### src/rtl/jk_excitation_counter_if.sv
// Control and observation bundle for jk_excitation_counter.
// Master drives count controls; slave (the counter) returns state and excitation.
interface jk_excitation_counter_if #(
  parameter int WIDTH = 4
);
  logic             en;
  logic             up;
  logic             load;
  logic [WIDTH-1:0] din;
  logic [WIDTH-1:0] q;
  logic [WIDTH-1:0] qbar;
  logic [WIDTH-1:0] j;
  logic [WIDTH-1:0] k;
  logic             tc;
  logic             err;

  modport master (
    output en, up, load, din,
    input  q, qbar, j, k, tc, err
  );

  modport slave (
    input  en, up, load, din,
    output q, qbar, j, k, tc, err
  );
endinterface

### src/rtl/jk_excitation_counter.sv
// Mod-MODULUS up/down counter built from a bank of JK state bits fed by excitation logic.
// Define SYNC_CNT_SATURATE_EN to hold at the boundaries instead of wrapping.
module jk_excitation_bit (
  input  logic clk,
  input  logic rst,
  input  logic i_j,
  input  logic i_k,
  output logic o_q
);
  always_ff @(posedge clk or posedge rst) begin
    if (rst) o_q <= 1'b0;
    else     o_q <= (i_j & ~o_q) | (~i_k & o_q);
  end
endmodule

module jk_excitation_counter #(
  parameter int WIDTH   = 4,
  parameter int MODULUS = 10
) (
  input  logic                   clk,
  input  logic                   rst,
  jk_excitation_counter_if.slave bus
);
  localparam logic [WIDTH:0]   MOD  = (WIDTH+1)'(MODULUS);
  localparam logic [WIDTH-1:0] MAXV = WIDTH'(MODULUS - 1);

  logic [WIDTH-1:0] w_q;
  logic [WIDTH-1:0] w_n;
  logic [WIDTH-1:0] w_j;
  logic [WIDTH-1:0] w_k;
  logic             w_at_max;
  logic             w_at_zero;
  logic             w_din_bad;
  logic             w_tc;
  logic             r_err;

  assign w_at_max  = (w_q == MAXV);
  assign w_at_zero = (w_q == '0);
  assign w_din_bad = ({1'b0, bus.din} >= MOD);

  always_comb begin
    w_n = w_q;
    if (bus.load) begin
      w_n = w_din_bad ? MAXV : bus.din;
    end else if (bus.en && bus.up) begin
`ifdef SYNC_CNT_SATURATE_EN
      w_n = w_at_max ? MAXV : w_q + 1'b1;
`else
      w_n = w_at_max ? '0 : w_q + 1'b1;
`endif
    end else if (bus.en) begin
`ifdef SYNC_CNT_SATURATE_EN
      w_n = w_at_zero ? '0 : w_q - 1'b1;
`else
      w_n = w_at_zero ? MAXV : w_q - 1'b1;
`endif
    end
  end

  // Excitation table with don't-cares at 0: only real transitions drive J or K.
  assign w_j  = rst ? '0 : (~w_q &  w_n);
  assign w_k  = rst ? '0 : ( w_q & ~w_n);
  assign w_tc = ~rst & bus.en & ~bus.load &
                ((bus.up & w_at_max) | (~bus.up & w_at_zero));

  genvar gi;
  generate
    for (gi = 0; gi < WIDTH; gi++) begin : g_bit
      jk_excitation_bit u_bit (
        .clk (clk),
        .rst (rst),
        .i_j (w_j[gi]),
        .i_k (w_k[gi]),
        .o_q (w_q[gi])
      );
    end
  endgenerate

  always_ff @(posedge clk or posedge rst) begin
    if (rst)                          r_err <= 1'b0;
    else if (bus.load && w_din_bad)   r_err <= 1'b1;
  end

  assign bus.q    = w_q;
  assign bus.qbar = ~w_q;
  assign bus.j    = w_j;
  assign bus.k    = w_k;
  assign bus.tc   = w_tc;
  assign bus.err  = r_err;
endmodule

### src/flat_wrapper.sv
// flat-port wrapper written by rule: the top's interface ports become plain ports
module jk_excitation_counter_flat 
#(
  parameter int WIDTH   = 4,
  parameter int MODULUS = 10
)
  (clk, rst, bus_en, bus_up, bus_load, bus_din, bus_q, bus_qbar, bus_j, bus_k, bus_tc, bus_err);
  jk_excitation_counter_if #(.WIDTH(WIDTH)) bus_i ();
  input  logic clk;
  input  logic rst;
  input wire logic [$bits(bus_i.en)-1:0] bus_en;
  input wire logic [$bits(bus_i.up)-1:0] bus_up;
  input wire logic [$bits(bus_i.load)-1:0] bus_load;
  input wire logic [$bits(bus_i.din)-1:0] bus_din;
  output wire logic [$bits(bus_i.q)-1:0] bus_q;
  output wire logic [$bits(bus_i.qbar)-1:0] bus_qbar;
  output wire logic [$bits(bus_i.j)-1:0] bus_j;
  output wire logic [$bits(bus_i.k)-1:0] bus_k;
  output wire logic [$bits(bus_i.tc)-1:0] bus_tc;
  output wire logic [$bits(bus_i.err)-1:0] bus_err;
  assign bus_i.en = bus_en;
  assign bus_i.up = bus_up;
  assign bus_i.load = bus_load;
  assign bus_i.din = bus_din;
  assign bus_q = bus_i.q;
  assign bus_qbar = bus_i.qbar;
  assign bus_j = bus_i.j;
  assign bus_k = bus_i.k;
  assign bus_tc = bus_i.tc;
  assign bus_err = bus_i.err;
  jk_excitation_counter #(.WIDTH(WIDTH), .MODULUS(MODULUS)) u_core (.clk(clk), .rst(rst), .bus(bus_i));
endmodule
### config.mk
export PLATFORM = sky130hd
export DESIGN_NAME = jk_excitation_counter_flat
export DESIGN_NICKNAME = d
export VERILOG_FILES = /design/src/rtl/jk_excitation_counter_if.sv /design/src/rtl/jk_excitation_counter.sv /design/src/flat_wrapper.sv
export SDC_FILE = /design/constraint.sdc
export NUM_CORES = 1
export LEC_CHECK = 0
export CAP_MARGIN = 20
export CORE_MARGIN = 2
export CORE_UTILIZATION = 35
export CTS_BUF_LIST = sky130_fd_sc_hd__clkbuf_16
export DETAILED_ROUTE_END_ITERATION = 16
export PLACE_DENSITY_LB_ADDON = 0.2
export SLEW_MARGIN = 5
export SYNTH_ARGS = -nofsm -noshare
export SYNTH_HDL_FRONTEND = slang
export SYNTH_HIERARCHICAL = 1
export SYNTH_SLANG_ARGS = --single-unit
### constraint.sdc
create_clock -name clk -period 2.8 [get_ports clk]
set_clock_uncertainty 0.15 [all_clocks]
set_input_delay 0.56 -clock clk [delete_from_list [all_inputs] [get_ports clk]]
set_output_delay 0.56 -clock clk [all_outputs]
set_load 0.01 [all_outputs]
# After elaboration in Yosys (flattened, before gate mapping)
# Cells that the tools add are included.
# classes
add_sub_neg	2
magnitude_cmp	1
eq_ne	1
mux	8
bitwise	33
n_reduce_logical	3
# op_table
op	count
4-bit two-way mux	8
1-bit bitwise AND	13
1-bit inverter	11
4-bit bitwise AND	2
4-bit inverter	2
1-bit OR	5
4-bit by 1-bit adder with 4-bit output, second input constant	1
4-bit == test, second input constant	1
4-bit greater-or-equal comparator, second input constant	1
4-bit logical NOT	1
4-bit by 1-bit subtractor with 4-bit output, second input constant	1
1-bit logical AND	2
# word_totals
reg_bits	5
wordCells	53

# Longest topological paths before layout
# Gate-level depths: netlist (run 1).
# depth
depth_word	11
mapped_depth	7
ltp_nobuf	6

# Hierarchy
# Netlist (run 1), hierarchy kept.
# modules_own_cells
mod	n_inst	cells_each	area_per_inst_um2	seq_area_each_um2
jk_excitation_counter	1	60	399.1	25.0
jk_excitation_bit	4	4	42.5	25.0

# Worst setup path after synthesis (run 1)
# OpenSTA, ideal clock, no wires.
# synth_path
kind	input-to-output
from	input port bus_up
to	output port bus_j[3]
arrival_ns	1.880
slack_ns	0.210
cell_stages	5
cell_sequence	buf_6 or4b_1 o21ai_2 a22oi_2 a2111oi_2
# synth_via
elab_chain_len	5
# synth_lines
item	line	source
start: declaration	flat_wrapper.sv:12	input wire logic [$bits(bus_i.up)-1:0] bus_up;
1-bit logical AND	jk_excitation_counter.sv:45	end else if (bus.en && bus.up) begin
4-bit two-way mux	jk_excitation_counter.sv:45	
4-bit two-way mux	jk_excitation_counter.sv:43	if (bus.load) begin
4-bit bitwise AND	jk_excitation_counter.sv:61	assign w_j = rst ? '0 : (~w_q & w_n);
4-bit two-way mux	jk_excitation_counter.sv:61	
end: declaration	flat_wrapper.sv:17	output wire logic [$bits(bus_i.j)-1:0] bus_j;
# Every way passes these cells.

# Final worst setup path (run 1)
# layout_path
from	input port bus_din[1]
to	output port bus_k[0]
# layout_via
elab_chain_len	6
# layout_lines
item	line	source
start: declaration	flat_wrapper.sv:14	input wire logic [$bits(bus_i.din)-1:0] bus_din;
4-bit greater-or-equal comparator	jk_excitation_counter.sv:39	assign w_din_bad = ({1'b0, bus.din} >= MOD);
4-bit two-way mux	jk_excitation_counter.sv:44	w_n = w_din_bad ? MAXV : bus.din;
4-bit two-way mux	jk_excitation_counter.sv:43	
4-bit inverter	jk_excitation_counter.sv:62	assign w_k = rst ? '0 : ( w_q & ~w_n);
4-bit bitwise AND	jk_excitation_counter.sv:62	
4-bit two-way mux	jk_excitation_counter.sv:62	
end: declaration	flat_wrapper.sv:18	output wire logic [$bits(bus_i.k)-1:0] bus_k;
# Every way passes these cells.

==> flow_summary.toml, run 1 <==
[cts]
insertion_delay_ns = 0.23
clock_tree.root_cell = "clkbuf_16"
cts_tree = "yes"
cts.sinks = 5
cts_buffers = 3
cts.clk_slew.worst_paths_ns = 0.04
h-tree-depth = 1
clk_path_buf_depth = 2
ctsHoldBuffers = 0

[global_route]
grt_overflow = 0
grt_pass1_vias = 722
grt_pass1_wl_um = 3190
grt_antenna_before_repair = 0
grtUsageTotal_pct = 21.6
grt_max_degree = 13

[timing]
setup_violations = 0
relSlewSlack_pct = 74.9
max_freq_mhz = 371
min_period_ns = 2.69
tightest_slew_ns = 0.377
period_share_pct = 96.2
rsz0062_at_grt = "false"
setup_tns_ns = 0
hold_violations = 0
finalMaxSlewViolations = 0

[critical_path]
reg2reg_slack_ns = 0.73
crit_slowest_cell = "clkdlybuf4s50_1"
crit_start = "bus_din[1]"
max_stage_delay_ns = 0.42
crit_path_end_kind = "output port"
worst_ep_required_time_ns = 2.09
r2r_start = "u_core/g_bit[0].u_bit/o_q"
cp.arrival_ns = 1.98
path_cells = "clkdlybuf4s50_1 > o21ai_0 > nand3b_1 > a211oi_1 > dlygate4sd2_1"
cp_max_fo = 2
startpoint_type = "input pin"
worstSetupPathType = "input pin to output port"

[yosys]
yosys_warnings = 6
synth_area_per_cell_um2 = 7.49
synth-seq-cells = 5
yosys_most_used_dff = "dfrtp_1"
synth_area_leaders = "dfrtp_1, inv_1, mux2i_1, nand2_1, and3_1"
ys_seq_area_share_pct = 22.0
synth_top_area_share_pct = 22.0
async_flop_share_pct = 100
synth_edf_count = 0
syn-num-nets = 85
yosysTopAreaCell = "dfrtp_1"
synthCells = 76
synthesis.area_um2 = 569
synth_cell_types = 38

[layout]
diodes = 0
mostFrequentLayoutCell = "buf_4"
layout-drive-gt1-share_pct = 30.3
finalNonFillerCells = 135
nNetsFinal = 129
final_cell_mix = "buf_4, inv_1, clkdlybuf4s50_1"
fin_util_pct = 68.6
syn2layout_area_growth_pct = 83.7

[placed_design]
dpl.cell_count = 129
port_buffers = 26
dp_hpwl_um = 1400
gp_congestion = 0.770

[detailed_routing]
vias_per_cell = 5.36
routed_wl_um = 1860
wl_per_cell_um = 13.8
vias = 724
dr.pass1.iters = 4
antenna_left = 0
drc = 0
drt_iter0_drc = 14

[worst_hold_path]
min_path_type = "flip-flop to flip-flop"
hp-start = "u_core/bus.err"

[power_and_ir_drop]
p_per_area_nw_per_um2 = 918
vdd_ir_drop_max_v = 0.000532
power.leakage_nw = 0.524

[run]
maxCapViolations = 0

[die]
die_height_um = 44.3
die_area_um2 = 1970
core-area_um2 = 1520
io_pins = 27
start_util_pct = 37.4
num_rows = 14
die_x_um = 44.3

[outcome]
status = "finished clean"
per-layer routing:
layer	global-route usage (%)	up-vias	part of all wire (%)
li1	-	355	-
met1	26.9	343	43
met2	38.2	26	51
met3	3.27	0	5.8
met4	6.67	0	0
met5	0	-	0
cell usage after synthesis, types with 2 or more instances:
library cell  instances
inv_1                16
nand2_1               7
dfrtp_1               5
mux2i_1               4
a21oi_1               3
and3_1                3
buf_2                 2
clkbuf_1              2
nand3_1               2
nand3b_1              2
nor2b_1               2
o21ai_0               2
final timing paths:
kind,endpoint,depth (start not counted)
max in group asynchronous,u_core/bus.err,4
min in group asynchronous,u_core/g_bit[1].u_bit/o_q,3
worst min-delay path,u_core/bus.err,1
worst min register to register,u_core/bus.err,1
worst max register to register,u_core/g_bit[3].u_bit/o_q,7
worst max-delay path,bus_k[0],5
critical path: cells and delay by family:
family                 cells  cell delay, ns
AOI/OAI and AO/OA          2            0.55
and+or+nand+nor            1            0.14
buffers and inverters      2            0.73
through the flow:
| stage | power (mW) | cell area [um2] | hold WS (ns) | setup WS [ns] |
|---|---|---|---|---|
| 4_1_cts | 0.944 | 1040 | 0.340 | 0.0144 |
| 3_5_place_dp | 0.698 | 941 | 0.330 | -0.661 |
| 2_1_floorplan | 0.433 | 569 | 0.139 | 0.210 |
| 3_3_place_gp | 0.682 | 941 | 0.321 | -0.625 |
| 5_1_grt | 1.02 | 1050 | 0.375 | 0.0349 |
| 6_report | 0.960 | 1050 | 0.340 | 0.107 |
power breakdown:
part / switching, mW / internal (mW)
Combinational: 0.274 / 0.298
Sequential: 0.0537 / 0.102
Clock: 0.0484 / 0.185
Total: 0.376 / 0.584
registers in the layout, summed over array words and instances, names as in the netlist:
register / flops
u_core/g_bit.u_bit/o_q: 4
u_core/bus.err: 1
area by class of cell:
class                      count  area [um2]
clock buffer                   3        75.1
inverter                      16        60.1
multi-input combinational     49         377
clock inverter                 1        3.75
timing repair buffer          45         385
tap                           16        20.0
fill                         129         478
sequential                     5         125
timing repair:
item / in CTS / in global routing
resized for setup: 28 / 5
setup buffers: 1 / 1
endpoints found under the setup margin: 9 / 3
pin swaps: 6 / 3
kinds of logic (layout without fill, tap and decap cells):
kind of cell / after synthesis / count (layout) / share of synthesized area, %
AND/OR/NAND/NOR: 23 / 23 / 22.9
multiplexers: 4 / 4 / 7.03
buffers and inverters: 22 / 65 / 16.9
AO/OA/AOI/OAI: 22 / 22 / 31.2
flip-flops: 5 / 5 / 22.0
No activity file was read; power rests on OpenSTA's default activity.
==> run 2: changes to the inputs <==
--- a/config.mk
+++ b/config.mk
@@ -10,7 +10,7 @@
 export CORE_UTILIZATION = 35
 export CTS_BUF_LIST = sky130_fd_sc_hd__clkbuf_16
 export DETAILED_ROUTE_END_ITERATION = 16
-export PLACE_DENSITY_LB_ADDON = 0.2
+export PLACE_DENSITY = 0.72
 export SLEW_MARGIN = 5
 export SYNTH_ARGS = -nofsm -noshare
 export SYNTH_HDL_FRONTEND = slang
==> run 2 against run 1 <==
Register-to-register slack lost 0.16 ns. Combinational power shrank 6.0%. Fmax shrank 1.3%. Worst hold slack lost 0.010 ns. First-iteration DRC count grew 71%. Largest power group unchanged.
==> flow_summary.toml, run 2 (same netlist as run 1, synthesis figures left out) <==
[critical_path]
path_cells = "clkdlybuf4s15_1 > or4b_4 > o21ai_2 > a22oi_2 > a2111oi_4 > buf_2"
crit_slowest_cell = "or4b_4"
worstSetupPathType = "input pin to output port"
worst_ep_required_time_ns = 2.09
cp_num_buf_inv = 2
startpoint_type = "input pin"
crit_path_end_kind = "output port"
cp_top_family = "compound AO/OA/AOI/OAI gates"
max_stage_delay_ns = 0.46
cp.arrival_ns = 2.02
cp_max_fo = 2

[timing]
tightest_slew_ns = 0.424
min_period_ns = 2.73
setup_tns_ns = 0
setup_violations = 0
finalMaxSlewViolations = 0
max_freq_mhz = 366
hold_violations = 0
relSlewSlack_pct = 71.8
period_share_pct = 97.5
rsz0062_at_grt = "false"

[detailed_routing]
dr.pass1.iters = 4
drc = 0
vias_per_cell = 5.54
wl_per_cell_um = 14.7
vias = 743
routed_wl_um = 1970
drt_iter0_drc = 24
antenna_left = 0

[outcome]
status = "finished clean"

[power_and_ir_drop]
vdd_ir_drop_max_v = 0.000576
power.leakage_nw = 0.529
p_per_area_nw_per_um2 = 893

[placed_design]
gp_congestion = 0.800
dp_hpwl_um = 1280
port_buffers = 26
dpl.cell_count = 127

[layout]
layout-drive-gt1-share_pct = 30.5
diodes = 0
largest_reg_flops = 4
nNetsFinal = 128
final_cell_mix = "buf_4, inv_1, clkdlybuf4s50_1"
largest_register = "u_core/g_bit.u_bit/o_q"
mostFrequentLayoutCell = "buf_4"
finalNonFillerCells = 134
nFillCells = 130
syn2layout_area_growth_pct = 84.6

[die]
die_area_um2 = 1970
die_x_um = 44.3
io_pins = 27
num_rows = 14
core-area_um2 = 1520
die_height_um = 44.3
start_util_pct = 37.4

[global_route]
grt_max_degree = 14
grtUsageTotal_pct = 23.0
grt_overflow = 0
grt_antenna_before_repair = 0
grt_pass1_vias = 685
grt_pass1_wl_um = 3280

[cts]
clock_tree.root_cell = "clkbuf_16"
ctsHoldBuffers = 0
clk_path_buf_depth = 2
cts_buffers = 3
insertion_delay_ns = 0.23
cts_tree = "yes"
cts.sinks = 5
h-tree-depth = 1
cts.clk_slew.worst_paths_ns = 0.03

[run]
maxCapViolations = 0

[worst_hold_path]
min_path_type = "flip-flop to flip-flop"
## run 2: cell types whose count changed in the layout (fill, tap and decap cells not counted)
cell and delta:
buf_6 -1, clkbuf_2 -1, o21ai_0 -1, clkdlybuf4s15_1 +2
dlygate4sd2_1 -2, buf_4 -1, buf_2 +1, a21oi_1 -1
a211oi_2 +1, a211oi_1 -1, a21oi_2 +1, dlymetal6s2s_1 +1
o21ai_1 +1
## run 2: final timing paths
| kind | start | to | slack, ns | depth (start not counted) |
|---|---|---|---|---|
| setup / recovery | bus_en | bus_j[3] | 0.07 | 6 |
| hold / removal | u_core/bus.err | u_core/bus.err | 0.33 | 1 |
| setup reg to reg | u_core/g_bit[0].u_bit/o_q | u_core/g_bit[3].u_bit/o_q | 0.57 | 8 |
| hold reg to reg | u_core/bus.err | u_core/bus.err | 0.33 | 1 |
| max in group asynchronous | rst | u_core/bus.err | 1.56 | 5 |
| min in group asynchronous | rst | u_core/g_bit[0].u_bit/o_q | 0.58 | 3 |
## run 2: area by class of cell
cell class / instances / area, um2 / area share (%)
Multi-Input combinational cell: 49 / 385 / 36.7
Inverter: 16 / 60.1 / 5.71
Sequential cell: 5 / 125 / 11.9
Clock inverter: 1 / 3.75 / 0.357
Tap cell: 16 / 20.0 / 1.90
Clock buffer: 3 / 75.1 / 7.14
Timing Repair Buffer: 44 / 382 / 36.3
## run 2: metal layers
metal / wire length, um / GRT usage, % / up-vias / share of wire, %
met3: 158 / 3.67 / 4 / 8.0
met2: 996 / 37.1 / 43 / 51
met5: 0 / 0 / - / 0
met1: 792 / 30.4 / 341 / 40
li1: - / - / 355 / -
met4: 19 / 9.70 / 0 / 0.97
## run 2: timing repair
action,4_1_cts,5_1_grt
resized for setup,26,9
buffers inserted,2,1
pin swaps,6,6
endpoints found under the setup margin,9,5
## run 2: per-stage QoR
step	cell area (um2)	utilization [%]	setup WS, ns	hold slack [ns]	power [mW]
after floorplan	569	-	0.210	0.139	0.433
after global placement	926	60.8	-0.663	0.318	0.661
after detailed placement	926	60.8	-0.682	0.319	0.664
after CTS	1030	67.4	0.00750	0.329	0.914
after global routing	1050	69.0	0.00329	0.349	0.998
final	1050	69.0	0.0712	0.330	0.939
## run 2: where the power goes
| part | leakage (nW) | total, mW | internal (mW) | switching (mW) |
|---|---|---|---|---|
| clock network | 0.0423 | 0.241 | 0.186 | 0.0549 |
| logic | 0.431 | 0.537 | 0.276 | 0.262 |
| registers | 0.0556 | 0.161 | 0.102 | 0.0595 |
| total | 0.529 | 0.939 | 0.563 | 0.376 |
==> run 3: changes to the inputs <==
--- a/config.mk
+++ b/config.mk
@@ -5,7 +5,6 @@
 export SDC_FILE = /design/constraint.sdc
 export NUM_CORES = 1
 export LEC_CHECK = 0
-export CAP_MARGIN = 20
 export CORE_MARGIN = 2
 export CORE_UTILIZATION = 35
 export CTS_BUF_LIST = sky130_fd_sc_hd__clkbuf_16
==> results of run 3 <==
Same layout as run 2: the final DEF is identical, and so are final timing and power.
